--- src/rtl/pitch_shift_pkg.sv ---
// Shared widths and state encodings for the FFT-to-resampler frame controller.
package pitch_shift_pkg;

  localparam int N_WIDTH_DEFAULT = 12;
  localparam int SF_INT_DEFAULT  = 4;
  localparam int SF_FRAC_DEFAULT = 5;
  localparam int SFW             = SF_INT_DEFAULT + SF_FRAC_DEFAULT;
  localparam int NUM_BANKS       = 2;

  localparam logic [SFW-1:0] UNITY_SCALE = SFW'(1) << SF_FRAC_DEFAULT;

  typedef enum logic [1:0] {
    BANK_EMPTY   = 2'd0,
    BANK_FILLING = 2'd1,
    BANK_FULL    = 2'd2,
    BANK_READING = 2'd3
  } bank_state_t;

  typedef enum logic [1:0] {
    WR_SYNC = 2'd0,
    WR_IDLE = 2'd1,
    WR_FILL = 2'd2,
    WR_DROP = 2'd3
  } wr_state_t;

  typedef enum logic [1:0] {
    RD_IDLE  = 2'd0,
    RD_START = 2'd1,
    RD_RUN   = 2'd2
  } rd_state_t;

endpackage

--- src/rtl/resampler_frame_ctrl_if.sv ---
// FFT beat input, spectrum RAM write port and resampler handshake of the frame controller.
interface resampler_frame_ctrl_if #(
  parameter int N_WIDTH = 12,
  parameter int SFW     = 9
);
  logic [SFW-1:0]     scale_factor;
  logic               scale_factor_valid;
  logic               fft_valid;
  logic               fft_last;
  logic               wr_enable;
  logic               wr_bank;
  logic [N_WIDTH-1:0] wr_addr;
  logic               rs_start;
  logic               rs_bank;
  logic [SFW-1:0]     rs_scale_factor;
  logic               rs_done;
  logic               overrun;
  logic               length_error;

  modport master (
    input  scale_factor, scale_factor_valid, fft_valid, fft_last, rs_done,
    output wr_enable, wr_bank, wr_addr, rs_start, rs_bank, rs_scale_factor,
           overrun, length_error
  );

  modport slave (
    output scale_factor, scale_factor_valid, fft_valid, fft_last, rs_done,
    input  wr_enable, wr_bank, wr_addr, rs_start, rs_bank, rs_scale_factor,
           overrun, length_error
  );
endinterface

--- src/rtl/resampler_frame_ctrl_pingpong_bank_tracker.sv ---
// Per-bank EMPTY/FILLING/FULL/READING tracking for the two-bank spectrum RAM.
module pingpong_bank_tracker
  import pitch_shift_pkg::*;
(
  input  logic clock,
  input  logic reset_n,
  input  logic fill_start,
  input  logic fill_done,
  input  logic fill_bank,
  input  logic start_read,
  input  logic read_release,
  input  logic rd_bank,
  output logic is_free,
  output logic rd_full
);

  bank_state_t bank_state [NUM_BANKS];

  // A bank released this cycle counts as free so a frame starting on the same edge can claim it.
  assign is_free = (bank_state[fill_bank] == BANK_EMPTY) ||
                   (read_release && (rd_bank == fill_bank));
  assign rd_full = (bank_state[rd_bank] == BANK_FULL);

  always_ff @(posedge clock or negedge reset_n) begin
    if (!reset_n) begin
      for (int b = 0; b < NUM_BANKS; b++) bank_state[b] <= BANK_EMPTY;
    end else begin
      for (int b = 0; b < NUM_BANKS; b++) begin
        if (fill_done && (fill_bank == b[0]))
          bank_state[b] <= BANK_FULL;
        else if (fill_start && (fill_bank == b[0]))
          bank_state[b] <= BANK_FILLING;
        else if (start_read && (rd_bank == b[0]))
          bank_state[b] <= BANK_READING;
        else if (read_release && (rd_bank == b[0]))
          bank_state[b] <= BANK_EMPTY;
      end
    end
  end

endmodule

--- src/rtl/resampler_frame_ctrl.sv ---
// Frame controller between FFT output and resampler: ping-pong bank steering,
// per-pass scale-factor freeze and whole-frame drop on overrun.
//
// writer state | meaning
// WR_SYNC      | after reset, discard beats up to the first fft_last
// WR_IDLE      | between frames, first beat claims wr_bank if free
// WR_FILL      | writing beats into wr_bank
// WR_DROP      | write bank busy, discarding the rest of the frame
// reader state | meaning
// RD_IDLE      | wait for rs_bank FULL and a scale factor seen
// RD_START     | rs_start pulse cycle, bank marked READING
// RD_RUN       | resampler pass active, wait for rs_done
module resampler_frame_ctrl
  import pitch_shift_pkg::*;
#(
  parameter int N_WIDTH                     = N_WIDTH_DEFAULT,
  parameter int SCALE_FACTOR_INTEGER_WIDTH  = SF_INT_DEFAULT,
  parameter int SCALE_FACTOR_FRACTION_WIDTH = SF_FRAC_DEFAULT
) (
  input logic                    clock,
  input logic                    reset_n,
  resampler_frame_ctrl_if.master bus
);

  localparam int SF_W = SCALE_FACTOR_INTEGER_WIDTH + SCALE_FACTOR_FRACTION_WIDTH;
  localparam logic [N_WIDTH-1:0] ADDR_MAX = '1;
  localparam logic [SF_W-1:0]    SF_UNITY = SF_W'(1) << SCALE_FACTOR_FRACTION_WIDTH;

  wr_state_t          wr_state;
  logic [N_WIDTH-1:0] wr_addr_q;
  logic               wr_bank_q;
  logic               overrun_q;
  logic               length_error_q;

  rd_state_t          rd_state;
  logic               rs_start_q;
  logic               rs_bank_q;
  logic [SF_W-1:0]    rs_sf_q;
  logic [SF_W-1:0]    pending_sf;
  logic               sf_seen;

  logic is_free, rd_full, beat_last, wr_en;
  logic fill_start, fill_done, start_read, read_release;

  assign beat_last    = bus.fft_valid & bus.fft_last;
  assign wr_en        = bus.fft_valid &
                        ((wr_state == WR_FILL) | ((wr_state == WR_IDLE) & is_free));
  assign fill_start   = wr_en & (wr_state == WR_IDLE);
  assign fill_done    = wr_en & bus.fft_last;
  assign start_read   = (rd_state == RD_START);
  assign read_release = (rd_state == RD_RUN) & bus.rs_done;

  pingpong_bank_tracker u_tracker (
    .clock        (clock),
    .reset_n      (reset_n),
    .fill_start   (fill_start),
    .fill_done    (fill_done),
    .fill_bank    (wr_bank_q),
    .start_read   (start_read),
    .read_release (read_release),
    .rd_bank      (rs_bank_q),
    .is_free      (is_free),
    .rd_full      (rd_full)
  );

  always_ff @(posedge clock or negedge reset_n) begin
    if (!reset_n) begin
      wr_state       <= WR_SYNC;
      wr_addr_q      <= '0;
      wr_bank_q      <= 1'b0;
      overrun_q      <= 1'b0;
      length_error_q <= 1'b0;
    end else begin
      overrun_q      <= 1'b0;
      length_error_q <= 1'b0;
      if (wr_en) begin
        if (bus.fft_last) begin
          length_error_q <= (wr_addr_q != ADDR_MAX);
          wr_addr_q      <= '0;
          wr_bank_q      <= ~wr_bank_q;
          wr_state       <= WR_IDLE;
        end else begin
          wr_addr_q <= wr_addr_q + 1'b1;
          wr_state  <= WR_FILL;
        end
      end else begin
        case (wr_state)
          WR_SYNC: if (beat_last) wr_state <= WR_IDLE;
          WR_IDLE: begin
            // Reaching here with a beat means the write bank is still busy.
            if (beat_last)            overrun_q <= 1'b1;
            else if (bus.fft_valid)   wr_state  <= WR_DROP;
          end
          WR_FILL: ;
          WR_DROP: begin
            if (beat_last) begin
              overrun_q <= 1'b1;
              wr_state  <= WR_IDLE;
            end
          end
          default: wr_state <= WR_SYNC;
        endcase
      end
    end
  end

  always_ff @(posedge clock or negedge reset_n) begin
    if (!reset_n) begin
      pending_sf <= SF_UNITY;
      sf_seen    <= 1'b0;
    end else if (bus.scale_factor_valid) begin
      pending_sf <= bus.scale_factor;
      sf_seen    <= 1'b1;
    end
  end

  always_ff @(posedge clock or negedge reset_n) begin
    if (!reset_n) begin
      rd_state   <= RD_IDLE;
      rs_start_q <= 1'b0;
      rs_bank_q  <= 1'b0;
      rs_sf_q    <= '0;
    end else begin
      rs_start_q <= 1'b0;
      case (rd_state)
        RD_IDLE: begin
          if (rd_full && sf_seen) begin
            rd_state   <= RD_START;
            rs_start_q <= 1'b1;
            rs_sf_q    <= pending_sf;
          end
        end
        RD_START: rd_state <= RD_RUN;
        RD_RUN: begin
          if (bus.rs_done) begin
            rs_bank_q <= ~rs_bank_q;
            rd_state  <= RD_IDLE;
          end
        end
        default: rd_state <= RD_IDLE;
      endcase
    end
  end

  assign bus.wr_enable       = wr_en;
  assign bus.wr_bank         = wr_bank_q;
  assign bus.wr_addr         = wr_addr_q;
  assign bus.overrun         = overrun_q;
  assign bus.length_error    = length_error_q;
  assign bus.rs_start        = rs_start_q;
  assign bus.rs_bank         = rs_bank_q;
  assign bus.rs_scale_factor = rs_sf_q;

endmodule
--- src/flat_wrapper.sv ---
// flat-port wrapper written by rule: the top's interface ports become plain ports
module resampler_frame_ctrl_flat import pitch_shift_pkg::*;
#(
  parameter int N_WIDTH                     = N_WIDTH_DEFAULT,
  parameter int SCALE_FACTOR_INTEGER_WIDTH  = SF_INT_DEFAULT,
  parameter int SCALE_FACTOR_FRACTION_WIDTH = SF_FRAC_DEFAULT
)
  (clock, reset_n, bus_scale_factor, bus_scale_factor_valid, bus_fft_valid, bus_fft_last, bus_rs_done, bus_wr_enable, bus_wr_bank, bus_wr_addr, bus_rs_start, bus_rs_bank, bus_rs_scale_factor, bus_overrun, bus_length_error);
  resampler_frame_ctrl_if #(.N_WIDTH(N_WIDTH)) bus_i ();
  input logic clock;
  input logic reset_n;
  input wire logic [$bits(bus_i.scale_factor)-1:0] bus_scale_factor;
  input wire logic [$bits(bus_i.scale_factor_valid)-1:0] bus_scale_factor_valid;
  input wire logic [$bits(bus_i.fft_valid)-1:0] bus_fft_valid;
  input wire logic [$bits(bus_i.fft_last)-1:0] bus_fft_last;
  input wire logic [$bits(bus_i.rs_done)-1:0] bus_rs_done;
  output wire logic [$bits(bus_i.wr_enable)-1:0] bus_wr_enable;
  output wire logic [$bits(bus_i.wr_bank)-1:0] bus_wr_bank;
  output wire logic [$bits(bus_i.wr_addr)-1:0] bus_wr_addr;
  output wire logic [$bits(bus_i.rs_start)-1:0] bus_rs_start;
  output wire logic [$bits(bus_i.rs_bank)-1:0] bus_rs_bank;
  output wire logic [$bits(bus_i.rs_scale_factor)-1:0] bus_rs_scale_factor;
  output wire logic [$bits(bus_i.overrun)-1:0] bus_overrun;
  output wire logic [$bits(bus_i.length_error)-1:0] bus_length_error;
  assign bus_i.scale_factor = bus_scale_factor;
  assign bus_i.scale_factor_valid = bus_scale_factor_valid;
  assign bus_i.fft_valid = bus_fft_valid;
  assign bus_i.fft_last = bus_fft_last;
  assign bus_i.rs_done = bus_rs_done;
  assign bus_wr_enable = bus_i.wr_enable;
  assign bus_wr_bank = bus_i.wr_bank;
  assign bus_wr_addr = bus_i.wr_addr;
  assign bus_rs_start = bus_i.rs_start;
  assign bus_rs_bank = bus_i.rs_bank;
  assign bus_rs_scale_factor = bus_i.rs_scale_factor;
  assign bus_overrun = bus_i.overrun;
  assign bus_length_error = bus_i.length_error;
  resampler_frame_ctrl #(.N_WIDTH(N_WIDTH), .SCALE_FACTOR_INTEGER_WIDTH(SCALE_FACTOR_INTEGER_WIDTH), .SCALE_FACTOR_FRACTION_WIDTH(SCALE_FACTOR_FRACTION_WIDTH)) u_core (.clock(clock), .reset_n(reset_n), .bus(bus_i));
endmodule
--- config.mk ---
export PLATFORM = sky130hd
export DESIGN_NAME = resampler_frame_ctrl_flat
export DESIGN_NICKNAME = d
export VERILOG_FILES = /design/src/rtl/pitch_shift_pkg.sv /design/src/rtl/resampler_frame_ctrl_if.sv /design/src/rtl/resampler_frame_ctrl_pingpong_bank_tracker.sv /design/src/rtl/resampler_frame_ctrl.sv /design/src/flat_wrapper.sv
export SDC_FILE = /design/constraint.sdc
export NUM_CORES = 1
export LEC_CHECK = 0
export ABC_AREA = 1
export CAP_MARGIN = 20
export CORE_UTILIZATION = 58
export CTS_BUF_LIST = sky130_fd_sc_hd__clkbuf_4 sky130_fd_sc_hd__clkbuf_8
export DETAILED_ROUTE_END_ITERATION = 10
export GPL_ROUTABILITY_DRIVEN = 0
export PLACE_DENSITY = 0.88
export SLEW_MARGIN = 20
export SYNTH_ARGS = -nofsm -noshare
export SYNTH_HDL_FRONTEND = slang
export SYNTH_SLANG_ARGS = --single-unit
--- constraint.sdc ---
create_clock -name clock -period 3.66 [get_ports clock]
set_input_delay 0.366 -clock clock [delete_from_list [all_inputs] [get_ports clock]]
set_output_delay 0.366 -clock clock [all_outputs]
set_load 0.02 [all_outputs]
# Word level (Yosys, flattened, before mapping)
# Cells that the tools add are included.
[totals]
input_bits = 15
output_inout_bits = 27
reg_bits = 44
elab_cells = 95
[classes]
order_cmp = 2
n_addsub = 1
n_reduce_logical = 24
mux = 31
eq_ne = 13
bitwise_logic = 11
[op_table]
columns = ["op", "count"]
rows = [
  ["two-way mux 2 bit", 21],
  ["adder 12 x 1 -> 12 bit, second input constant", 1],
  ["two-way mux 12 bit", 1],
  ["inequality test 12 bit, second input constant", 1],
  ["logical AND 1 bit", 10],
  ["== test 2 bit, second input constant", 4],
  ["AND reduction 2 bit", 4],
  ["nonzero test 4 bit", 2],
  ["two-way mux 1 bit", 7],
  ["bitwise AND 1 bit", 6],
  ["logical NOT 2 bit", 3],
  ["case mux 2 bit (3 select lines)", 1],
  ["== test 2 x 1 -> 1 bit, second input constant", 2],
  [">= comparator 2 bit, second input constant", 2],
  ["NOT 1 -> 2 bit", 2],
  ["case mux 2 bit (2 select lines)", 1],
  ["AND reduction 4 bit", 1],
  ["OR reduction 2 bit", 2],
  ["inequality test 3 x 1 -> 1 bit, second input constant", 1],
  ["inequality test 3 x 2 -> 1 bit, second input constant", 1],
  ["inequality test 3 bit, second input constant", 1],
  ["nonzero test 3 bit", 1],
  ["inequality test 2 x 1 -> 1 bit, second input constant", 1],
  ["inequality test 2 bit, second input constant", 1],
  ["other kinds (4)", 5],
]

# Depth between registers and ports, before layout
[depth]
word_depth = 13
ltp_mapped = 13
depth_no_buf = 13

# Modules after synthesis
# Synthesis repeated with hierarchy kept, for this count alone.
[unflattened]
hier_cells = 255
hier_area_um2 = 2100.8
[modules_own_cells]
columns = ["mod", "seq_area_each_um2", "area_each_um2", "n_inst", "cells_per_inst"]
rows = [
  ["resampler_frame_ctrl", 1002.2, 1844.3, 1, 212],
  ["pingpong_bank_tracker", 100.1, 256.5, 1, 43],
]

# Worst setup path after synthesis
# Ideal clock, no wire load.
[synth_path]
kind = "reg-to-output"
start = "reg u_core.rs_bank_q (netlist: u_core.bus.rs_bank)"
end = "out bus_wr_enable"
path_stages_with_launch = 11
setup_slack_ns = 2.021
path_buffers = 1
required_ns = 3.294
arrival_ns = 1.273
path_cell_list = "dfrtp_1 > inv_2 > nand2_1 > nand2_1 > nand2_1 > nand2_1 > nand2_2 > nand2_4 > nand2_4 > inv_2 > buf_12"
[synth_between]
elab_chain_cells = 6
[synth_rtl]
columns = ["element", "line_no", "rtl"]
rows = [
  ["start, declared", "resampler_frame_ctrl.sv:37", "logic rs_bank_q;"],
  ["start signal, assigned", "resampler_frame_ctrl.sv:136", "rs_bank_q <= ~rs_bank_q;"],
  ["== test 1 bit", "resampler_frame_ctrl_pingpong_bank_tracker.sv:21", "(read_release && (rd_bank == fill_bank));"],
  ["logical AND 1 bit", "resampler_frame_ctrl_pingpong_bank_tracker.sv:21", ""],
  ["logical OR 1 bit", "resampler_frame_ctrl_pingpong_bank_tracker.sv:20", "assign is_free = (bank_state[fill_bank] == BANK_EMPTY) ||"],
  ["bitwise AND 1 bit", "resampler_frame_ctrl.sv:47", "((wr_state == WR_FILL) | ((wr_state == WR_IDLE) & is_free));"],
  ["OR 1 bit", "resampler_frame_ctrl.sv:47", ""],
  ["bitwise AND 1 bit", "resampler_frame_ctrl.sv:46", "assign wr_en = bus.fft_valid &"],
  ["end, declared", "flat_wrapper.sv:17", "output wire logic [$bits(bus_i.wr_enable)-1:0] bus_wr_enable;"],
]
# Every way passes these cells.

# Worst setup path in the final report
[layout_path]
start = "in bus_rs_done"
end = "out bus_wr_enable"
[layout_between]
elab_chain_cells = 6
[layout_rtl]
columns = ["element", "line_no", "rtl"]
rows = [
  ["start, declared", "flat_wrapper.sv:16", "input wire logic [$bits(bus_i.rs_done)-1:0] bus_rs_done;"],
  ["bitwise AND 1 bit", "resampler_frame_ctrl.sv:51", "assign read_release = (rd_state == RD_RUN) & bus.rs_done;"],
  ["logical AND 1 bit", "resampler_frame_ctrl_pingpong_bank_tracker.sv:21", ""],
  ["logical OR 1 bit", "resampler_frame_ctrl_pingpong_bank_tracker.sv:20", ""],
  ["bitwise AND 1 bit", "resampler_frame_ctrl.sv:47", ""],
  ["OR 1 bit", "resampler_frame_ctrl.sv:47", ""],
  ["bitwise AND 1 bit", "resampler_frame_ctrl.sv:46", ""],
]
# Every way passes these cells.

==> flow_summary.json <==
{
  "rows": 21,
  "power_leakage_nw": 1.28,
  "synth.area.top_cells": "dfrtp_1 (49%), nand2_1 (11%), inv_1 (7.1%)",
  "cts-root-buf": "clkbuf_8",
  "setup_viol": 0,
  "rsz0062_at_grt": "false",
  "drt_wl_total_um": 4390,
  "drtAntennaViolNets": 0,
  "drcViolationCount": 0,
  "worst_slew_margin_rel_pct": 37.2,
  "finClkSkew_ns": 0.00901,
  "grtUsageTotal_pct": 24.3,
  "yosys.cell_types.count": 28,
  "worst_ep_required_time_ns": 3.29,
  "synth_seq_area_share_pct": 50.6,
  "cts_buffers": 5,
  "post_drt_via_cell_ratio": 5.18,
  "synth_area_mm2": 0.00218,
  "endpoint_kind": "primary output",
  "vias": 1803,
  "cts.sinks": 44,
  "cp_max_fo": 16,
  "final_cells": 348,
  "nets": 320,
  "dr.pass1.iters": 4,
  "cts_resized": 0,
  "synth.top_cell.area_share_pct": 49.4,
  "finalCritPeriodShare_pct": 75.7,
  "diodes": 0,
  "ys_warn_count": 0,
  "finalMaxSlewViolations": 0,
  "grt_pass1_vias": 1720,
  "regToRegSetupSlack_ns": 1.64,
  "h-tree-depth": 2,
  "finalInstanceArea_mm2": 0.00269,
  "critPathLaunchType": "primary input",
  "drive_gt1_share_pct": 8.61,
  "cts_setup_buffers": 0,
  "chipWidth_um": 63.3,
  "layout_setup_ws_ns": 0.890,
  "max_slew.worst_pin.slew_ns": 0.942,
  "dieArea_mm2": 0.00401,
  "synth.largest_area_cell": "dfrtp_1",
  "worst_r2r_path_depth": 4,
  "power.density_mw_per_mm2": 783,
  "synthToLayoutAreaGrowth_pct": 23.2,
  "synth-seq-cells": 44,
  "placed_area_mm2": 0.00259,
  "synthArstFlopShare_pct": 100,
  "drt_iter0_markers": 135,
  "critical_path_class": "in2out",
  "synth_common_cells": "nand2_1 (66), dfrtp_1 (43), inv_1 (41), o21ai_0 (20), nor2_1 (14)",
  "grt_pass1_wl_um": 7510,
  "cts.path.max_buffers": 2,
  "cts-hold-fix-buffers": 0,
  "dp.cells": 340,
  "synth_nets": 279,
  "fin_crit_ns": 2.77,
  "post_drt_wl_per_cell_um": 12.6,
  "dp_hpwl_um": 3190,
  "clock_latency_ns": 0.30,
  "crit_arrival_ns": 2.40,
  "yosysMostFrequentCell": "nand2_1",
  "setup_tns_ns": 0,
  "syn_inst": 260,
  "synth_edf_count": 0,
  "hold_viol": 0,
  "yosys_most_used_dff": "dfrtp_1",
  "start_util_pct": 62.8,
  "die_h_um": 63.3,
  "status": "finished clean",
  "core_mm2": 0.00347,
  "io_buffer_count": 41,
  "pin_count": 42,
  "grt_overflow": 0,
  "min-delay-path-class": "in2async",
  "cts_tree": "yes",
  "fmax_ghz": 0.361,
  "dpl_worst_slack_ns": 0.897,
  "antenna_found_initial": 0,
  "syn_avg_cell_area_um2": 8.38,
  "grt_max_degree": 45,
  "max-cap-violations": 0,
  "vdd_drop_max_mv": 0.411,
  "path_clk_slew_ns": 0.08
}
-- sequential cells by signal, indices dropped and copies added (netlist names) --
signal,cells
u_core.bus.rs_scale_factor,9
u_core.wr_state,2
u_core.rd_state,2
u_core.bus.wr_addr,12
u_core.pending_sf,9
u_core.u_tracker.bank_state,4
u_core.sf_seen,1
u_core.bus.length_error,1
u_core.bus.rs_bank,1
u_core.bus.overrun,1
u_core.bus.rs_start,1
u_core.bus.wr_bank,1
-- kinds of logic after synthesis --
logic type | count (synthesis) | share of synthesized area, %
adders and majority gates | 4 | 2.30
buffers and inverters | 51 | 10.0
AOI/OAI and AO/OA | 41 | 11.3
xor gates and xnor gates | 7 | 2.81
and+or+nand+nor | 113 | 23.0
DFF | 44 | 50.6
-- stage by stage --
step                      util [%]  hold slack, ns  total power (W)
final                         77.4           0.203          0.00210
after global routing          77.4           0.281          0.00225
after CTS                     77.4           0.237          0.00211
after detailed placement      74.6           0.459          0.00178
after global placement        74.6           0.460          0.00174
after floorplan                  -          0.0704          0.00143
-- area by class of cell --
type	count	area (um2)
Clock buffer	6	82.6
Timing Repair Buffer	41	405
Sequential cell	44	1100
Fill cell	256	783
Multi-Input combinational cell	165	858
Inverter	44	165
Tap cell	46	57.6
Clock inverter	2	13.8
-- layer usage --
layer | part of all wire (%) | routed length (um) | track usage (%) | vias up
met5 | 0 | 0 | 0 | -
met4 | 1.0 | 45 | 6.82 | 0
met3 | 4.4 | 194 | 6.52 | 4
met2 | 51 | 2240 | 41.0 | 53
met1 | 44 | 1910 | 30.5 | 837
li1 | - | - | - | 909
-- placed cells by master, fill, tap and decap left out, drive strengths merged, types with 3 or more instances in the layout --
| cell | n |
|---|---|
| o31ai | 3 |
| xor2 | 6 |
| clkbuf | 6 |
| nand3 | 10 |
| a21oi | 7 |
| nand4 | 10 |
| inv | 45 |
| nor2 | 15 |
| o21ai | 29 |
| nor3 | 6 |
| nand2 | 70 |
| dfrtp | 43 |
| clkdlybuf4s50 | 40 |
| ha | 4 |
-- power by group --
group / internal (W) / total, W / switching, W
Sequential: 0.000651 / 0.000806 / 0.000156
Clock: 0.000154 / 0.000322 / 0.000168
Combinational: 0.000398 / 0.000974 / 0.000577
-- critical path: stages --
cell and delay (ns):
clkdlybuf4s50_1 0.47, inv_1 0.07, nor2_4 0.14, nand2_1 0.06, nand2_1 0.07, nand2_2 0.06, nand2_4 0.10, nand2_4 0.11
inv_2 0.28, clkdlybuf4s50_1 0.67
-- final timing paths --
path	start	to
min reg2reg	u_core.sf_seen	u_core.sf_seen
min	reset_n	u_core.bus.overrun
max	bus_rs_done	bus_wr_enable
max reg2reg	u_core.bus.rs_bank	u_core.bus.rs_scale_factor[6]
max in group asynchronous	reset_n	u_core.bus.wr_addr[2]
min in group clock	u_core.sf_seen	u_core.sf_seen
(Power assumes the default switching activity.)
